## src/rtl/gray_counter_encoder.sv

```systemverilog
// gray_counter_encoder: prescaled up/down binary counter presenting its Gray code through a valid/ready handshake
module gray_counter_encoder #(
    parameter int WIDTH = 4,
    parameter int DIV   = 1
) (
    input  logic             clk,
    input  logic             rst,
    input  logic             en,
    input  logic             up_down,
    input  logic             load,
    input  logic [WIDTH-1:0] load_bin,
    output logic [WIDTH-1:0] gray_code,
    output logic [WIDTH-1:0] bin_code,
    output logic             gray_valid,
    input  logic             gray_ready,
    output logic             wrap
);
    localparam int PW = DIV > 1 ? $clog2(DIV) : 1;
    logic [PW-1:0]    presc;
    logic             stall, tick, step, wrap_next;
    logic [WIDTH-1:0] count_next;
    // step decision and next count; bin_code doubles as the count register
    always_comb begin
        stall      = gray_valid & ~gray_ready;
        tick       = presc == PW'(DIV - 1);
        step       = en & tick & ~stall & ~load;
        count_next = load ? load_bin : step ? (up_down ? bin_code + WIDTH'(1) : bin_code - WIDTH'(1)) : bin_code;
        wrap_next  = step & (up_down ? &bin_code : ~|bin_code);
    end
    // prescaler advances only on enabled, non-stalled cycles and restarts on tick or load
    always_ff @(posedge clk) begin
        if (rst || load)
            presc <= '0;
        else if (en && !stall)
            presc <= tick ? '0 : presc + PW'(1);
    end
    // count, Gray code, valid and wrap all register together so they stay aligned
    always_ff @(posedge clk) begin
        if (rst) begin
            bin_code   <= '0;
            gray_code  <= '0;
            gray_valid <= 1'b0;
            wrap       <= 1'b0;
        end else begin
            bin_code   <= count_next;
            gray_code  <= count_next ^ (count_next >> 1);
            gray_valid <= load | step | stall;
            wrap       <= wrap_next;
        end
    end
endmodule

```

## config.mk

```make
export PLATFORM = sky130hd
export DESIGN_NAME = gray_counter_encoder
export DESIGN_NICKNAME = d
export VERILOG_FILES = /design/src/rtl/gray_counter_encoder.sv
export SDC_FILE = /design/constraint.sdc
export NUM_CORES = 1
export LEC_CHECK = 0
export BUFFER_PORTS_ARGS = -buffer_cell sky130_fd_sc_hd__buf_2
export CORE_MARGIN = 2
export CORE_UTILIZATION = 30
export DETAILED_ROUTE_END_ITERATION = 10
export GPL_ROUTABILITY_DRIVEN = 0
export GPL_TIMING_DRIVEN = 0
export SKIP_LAST_GASP = 1
export SLEW_MARGIN = 20
export SYNTH_ARGS = -nofsm -noshare
export SYNTH_HDL_FRONTEND = slang
export SYNTH_SLANG_ARGS = --single-unit
```

## constraint.sdc

```tcl
create_clock -name clk -period 1.81 [get_ports clk]
set_input_delay 0.0905 -clock clk [delete_from_list [all_inputs] [get_ports clk]]
set_output_delay 0.0905 -clock clk [all_outputs]
set_load 0.03 [all_outputs]
```

==> flow_summary.json, run 1 <==
{
  "rsz0062_at_grt": "yes",
  "cp_slowest_cell": "fa_2",
  "rrSetupSlack_ns": 0.07,
  "synth.most_common_cell": "dfxtp_1",
  "synth_seq_cells": 9,
  "cp_max_fo": 7,
  "synthArstFlopShare_pct": 0,
  "cts_tree": "built",
  "slew_violations": 0,
  "status": "complete, no violations",
  "drtPass1Iterations": 4,
  "antenna_found_initial": 0,
  "fp.dieH_um": 48.3,
  "maxCapViolations": 0,
  "min_to": "wrap$_SDFF_PP0_",
  "cts_setup_buffers": 0,
  "cts-root-buf": "clkbuf_4",
  "synth_area_leader_cell": "dfxtp_1",
  "num_rows": 16,
  "vias": 524,
  "relSlewSlack_pct": 78.3,
  "grt_pass1_vias": 397,
  "syn_area_per_cell_um2": 9.33,
  "finalCritPeriodShare_pct": 96.0,
  "multi_input_area_um2": 380,
  "ir_drop_v": 0.000402,
  "crit_required_ns": 1.96,
  "power.leakage_nw": 0.343,
  "critPathLaunchType": "flop",
  "hold_depth": 2,
  "grt_max_degree": 10,
  "nFillCells": 195,
  "drc": 0,
  "viasPerCell": 4.72,
  "arrival_ns": 1.89,
  "synth_ff_type": "dfxtp_1",
  "cts_hold_buf": 0,
  "grt_usage_pct": 11.8,
  "period_needed_ns": 1.74,
  "die-area_mm2": 0.00233,
  "initial_core_util_pct": 30.9,
  "hp-class": "in -> reg",
  "tightestPinTransition_ns": 0.324,
  "skew_ns": 0.00191,
  "antennaDiodeCount": 0,
  "clock_latency_ns": 0.26,
  "htreeDepth": 1,
  "worstReg2RegEnd": "gray_code[2]$_SDFF_PP0_",
  "drt.antenna.violating_nets": 0,
  "hold_viol": 0,
  "yosys_warnings": 0,
  "clock_path_buffers": 2,
  "yosys.area.top_type_share_pct": 30.6,
  "synthCells": 63,
  "min_from": "load",
  "whs_ns": 0.0497,
  "layout.cells.non_filler": 111,
  "slowest_delay_ns": 0.37,
  "first_iter_violations": 9,
  "die_width_um": 48.3,
  "worstSetupEndpointType": "flop",
  "setup_slack_ns": 0.0724,
  "final-seq-area_um2": 184,
  "synth_area_um2": 588,
  "synth-edff-count": 0,
  "setup_viol": 0,
  "ctsResizeCount": 0,
  "critPathTopFamily": "adder cells",
  "r2r-start": "bin_code[0]$_SDFF_PP0_",
  "hpwl_um": 969,
  "yosysUniqueCellTypes": 35,
  "fin_util_pct": 39.3,
  "dp_cells": 107,
  "design.core.area_mm2": 0.00190,
  "io_pins": 20,
  "power_density_mw_per_mm2": 776,
  "cts_buffers": 3,
  "path_clk_slew_ns": 0.06,
  "grt-ovfl-total": 0,
  "fmax_ghz": 0.576,
  "syn2layout_area_growth_pct": 27.0,
  "reg2reg_depth": 6,
  "portBuffers": 17,
  "synth.area.top_cells": "dfxtp_1 31%, a31oi_1 4.3%, ha_1 4.3%",
  "worstSetupPathType": "reg -> reg",
  "syn_nets": 76,
  "wirelength_um": 1290,
  "nNetsFinal": 98,
  "grt_first_pass_wirelength_um": 1770,
  "synthTopCellsByCount": "9 x dfxtp_1, 6 x nor2_1, 4 x a31oi_1",
  "crit_buf_inv": 0,
  "synth-seq-area-share_pct": 30.6,
  "cp_cell_sequence": "fa_2 -> xor2_2 -> nor3_2 -> o31ai_2 -> nor2_1 -> mux2_4",
  "cts.sinks": 9,
  "place_worst_setup_slack_ns": 0.0284,
  "drive_above_1_share_pct": 50.0,
  "wl_per_cell_um": 11.6
}
==> through the flow <==
stage / setup TNS (ns) / cell area, µm² / total power, mW
after detailed placement: 0 / 708 / 0.425
after CTS: 0 / 734 / 0.581
after global routing: -0.00383 / 747 / 0.617
after floorplan: 0 / 589 / 0.377
final: 0 / 747 / 0.579
after global placement: 0 / 708 / 0.423
==> area by class of cell <==
| cell class | instances | area share, % |
|---|---|---|
| tap | 27 | 4.52 |
| buffer | 3 | 3.52 |
| clock buffer | 4 | 3.52 |
| timing repair buffer | 17 | 11.4 |
| inverter | 3 | 1.51 |
| sequential | 9 | 24.6 |
| multi-input combinational | 48 | 50.9 |
==> where the power goes <==
group / internal, mW / switching (mW) / leakage [nW]
registers: 0.218 / 0.0181 / 0.0756
logic: 0.0774 / 0.113 / 0.252
clock network: 0.0848 / 0.0677 / 0.0150
==> how the worst max path moves through the flow <==
stage	startpoint	endpoint	slack, ns	depth (start not counted)
6_report	bin_code[0]$_SDFF_PP0_	gray_code[2]$_SDFF_PP0_	0.07	6
3_3_place_gp	bin_code[0]$_SDFF_PP0_	gray_code[2]$_SDFF_PP0_	0.06	6
2_1_floorplan	bin_code[0]$_SDFF_PP0_	gray_code[2]$_SDFF_PP0_	0.03	6
3_5_place_dp	bin_code[0]$_SDFF_PP0_	gray_code[2]$_SDFF_PP0_	0.03	6
4_1_cts	bin_code[0]$_SDFF_PP0_	gray_code[2]$_SDFF_PP0_	0.002	6
5_1_grt	bin_code[0]$_SDFF_PP0_	gray_code[2]$_SDFF_PP0_	-0.004	6
==> flip-flops by register name, indices dropped and copies added (netlist names) <==
name,cells
wrap,1
bin_code,3
gray_code,4
gray_valid,1
==> layer usage <==
metal / track usage, % / wire length, µm
met5: 0 / 0
met4: 6.49 / 34
met3: 6.67 / 97
met2: 15.5 / 565
met1: 14.9 / 588
==> logic make-up after synthesis <==
kind of cell | share of synthesized area, %
buf+inv | 6.38
flops | 30.6
mux | 2.55
compound gates | 18.5
xor+xnor | 4.47
fa+ha+maj | 7.66
simple gates | 29.8
==> cell usage in the layout (no fill, tap or decap), types with 2 or more instances in the layout <==
cell / netlist / layout
buf_2: 0 / 17
dfxtp_1: 9 / 6
a31oi_1: 4 / 4
buf_4: 2 / 2
o31ai_2: 2 / 2
nand2_1: 3 / 3
inv_2: 2 / 2
ha_1: 2 / 2
nor2_1: 6 / 6
dfxtp_2: 0 / 3
a21oi_1: 2 / 2
nand3_1: 3 / 3
and3_1: 2 / 2
a21o_1: 2 / 2
clkbuf_4: 0 / 3
No activity file was read; power rests on OpenSTA's default activity.
==> inputs of run 2 (changes only) <==
Settings changed: CORE_MARGIN 2 to not set, PLACE_DENSITY_LB_ADDON set to 0.15.
==> run 2 against run 1 <==
  * Highest routed layer is now met3
  * First-iteration DRC count fell by 67%
  * Setup slack improved by 0.026 ns
  * Clock skew fell by 0.0013 ns
==> flow_summary.json, run 2 (synthesis results as in run 1) <==
{
  "power_density_mw_per_mm2": 762,
  "skew_ns": 0.000589,
  "design.core.area_mm2": 0.00178,
  "worstSetupPathType": "reg -> reg",
  "die_width_um": 46.3,
  "clock_latency_ns": 0.25,
  "multi_input_area_um2": 373,
  "drc": 0,
  "rsz0062_at_grt": "no",
  "final-seq-area_um2": 186,
  "critPathLaunchType": "flop",
  "finalCritPeriodShare_pct": 94.5,
  "grt-ovfl-total": 0,
  "die-area_mm2": 0.00214,
  "cp_max_fo": 3,
  "p_comb_share_pct": 33.6,
  "grt_usage_pct": 12.6,
  "maxCapViolations": 0,
  "ir_drop_v": 0.000453,
  "fp.dieH_um": 46.3,
  "viasPerCell": 4.83,
  "cts_buffers": 3,
  "htreeDepth": 1,
  "period_needed_ns": 1.71,
  "final_cell_mix": "17 x buf_2, 6 x nor2_1, 6 x dfxtp_1, 4 x buf_4, 4 x a31oi_1",
  "drtPass1Iterations": 4,
  "worstSetupEndpointType": "flop",
  "internal_power_mw": 0.383,
  "fin_util_pct": 42.3,
  "hold_viol": 0,
  "power_frac_seq_pct": 40.7,
  "crit_required_ns": 1.95,
  "relSlewSlack_pct": 79.3,
  "antennaDiodeCount": 0,
  "hp-class": "in -> reg",
  "wirelength_um": 1220,
  "cts-root-buf": "clkbuf_4",
  "drive_above_1_share_pct": 50.0,
  "num_rows": 15,
  "wl_per_cell_um": 10.9,
  "grt_pass1_vias": 438,
  "cts_hold_buf": 0,
  "clock_path_buffers": 2,
  "drt.antenna.violating_nets": 0,
  "switchingPower_mw": 0.192,
  "grt_max_degree": 10,
  "first_iter_violations": 3,
  "slew_violations": 0,
  "grt_first_pass_wirelength_um": 1860,
  "cts_tree": "built",
  "arrival_ns": 1.86,
  "tightestPinTransition_ns": 0.311,
  "initial_core_util_pct": 33.0,
  "final_common_cell": "buf_2",
  "antenna_found_initial": 0,
  "syn2layout_area_growth_pct": 28.3,
  "setup_viol": 0,
  "power.leakage_nw": 0.352,
  "nFillCells": 180,
  "vias": 536,
  "status": "complete, no violations",
  "nNetsFinal": 100,
  "swShare_pct": 33.4,
  "cts.sinks": 9,
  "path_clk_slew_ns": 0.06,
  "top_register": "gray_code",
  "hpwl_um": 937,
  "largest_register_ffs": 4,
  "fin_tns_setup_ns": 0,
  "fmax_ghz": 0.584,
  "largestRegisters": "gray_code (4), bin_code (3)",
  "io_pins": 20,
  "portBuffers": 17,
  "clock_power_share_pct": 25.7
}
## run 2: cell types whose count changed in the layout (fill, tap and decap cells not counted), sizes merged
cell / delta
buf: +2
## run 2: final cells by class
type,count,share of cell area (%)
Tap cell,25,4.15
Inverter,3,1.49
Sequential cell,9,24.7
Buffer,3,3.48
Clock buffer,4,3.48
Multi-Input combinational cell,48,49.4
Timing Repair Buffer,19,13.3
## run 2: worst paths after layout
| check | startpoint | end | slack [ns] | cells after the start |
|---|---|---|---|---|
| worst min register to register | gray_valid$_SDFF_PP0_ | gray_valid$_SDFF_PP0_ | 0.60 | 2 |
| worst min-delay path | load | wrap$_SDFF_PP0_ | 0.05 | 2 |
| worst max register to register | bin_code[0]$_SDFF_PP0_ | gray_code[2]$_SDFF_PP0_ | 0.1 | 6 |
| worst max-delay path | bin_code[0]$_SDFF_PP0_ | gray_code[2]$_SDFF_PP0_ | 0.1 | 6 |
## run 2: worst max-delay path: stages (launching register included)
cell and delay [ns]:
dfxtp_4 0.36, fa_2 0.35, xor2_1 0.19, nor3_2 0.06, o31ai_2 0.30, nor2_1 0.09
mux2_4 0.25
## run 2: stage by stage
stage               instance area (µm²)  setup slack, ns  power [mW]  cells  hold WS, ns
floorplan                           589           0.0347       0.377     63        0.255
global placement                    706           0.0322       0.424    105        0.323
detailed placement                  706           0.0287       0.426    105        0.321
CTS                                 732           0.0160       0.576    109       0.0481
global route                        754          0.00580       0.615    111       0.0495
finish                              754           0.0987       0.575    111       0.0540
## run 2: power groups by stage
stage	clock, mW	combinational [mW]	sequential [mW]
3_3_place_gp	0	0.185	0.239
4_1_cts	0.155	0.186	0.236
5_1_grt	0.167	0.212	0.236
3_5_place_dp	0	0.186	0.240
2_1_floorplan	0	0.103	0.274
6_report	0.148	0.193	0.234
## run 2: timing repair
action                                  4_1_cts  5_1_grt
gates resized for setup                       0        4
buffers inserted                              0        2
endpoints found under the setup margin        0        1
## run 2: per-layer routing
metal  vias up  GRT usage [%]  wire [µm]
met5         -              0          0
met3         0           6.27         87
met1       250           16.0        559
met2        17           19.4        568
li1        269              -          -
met4         0           1.76          0
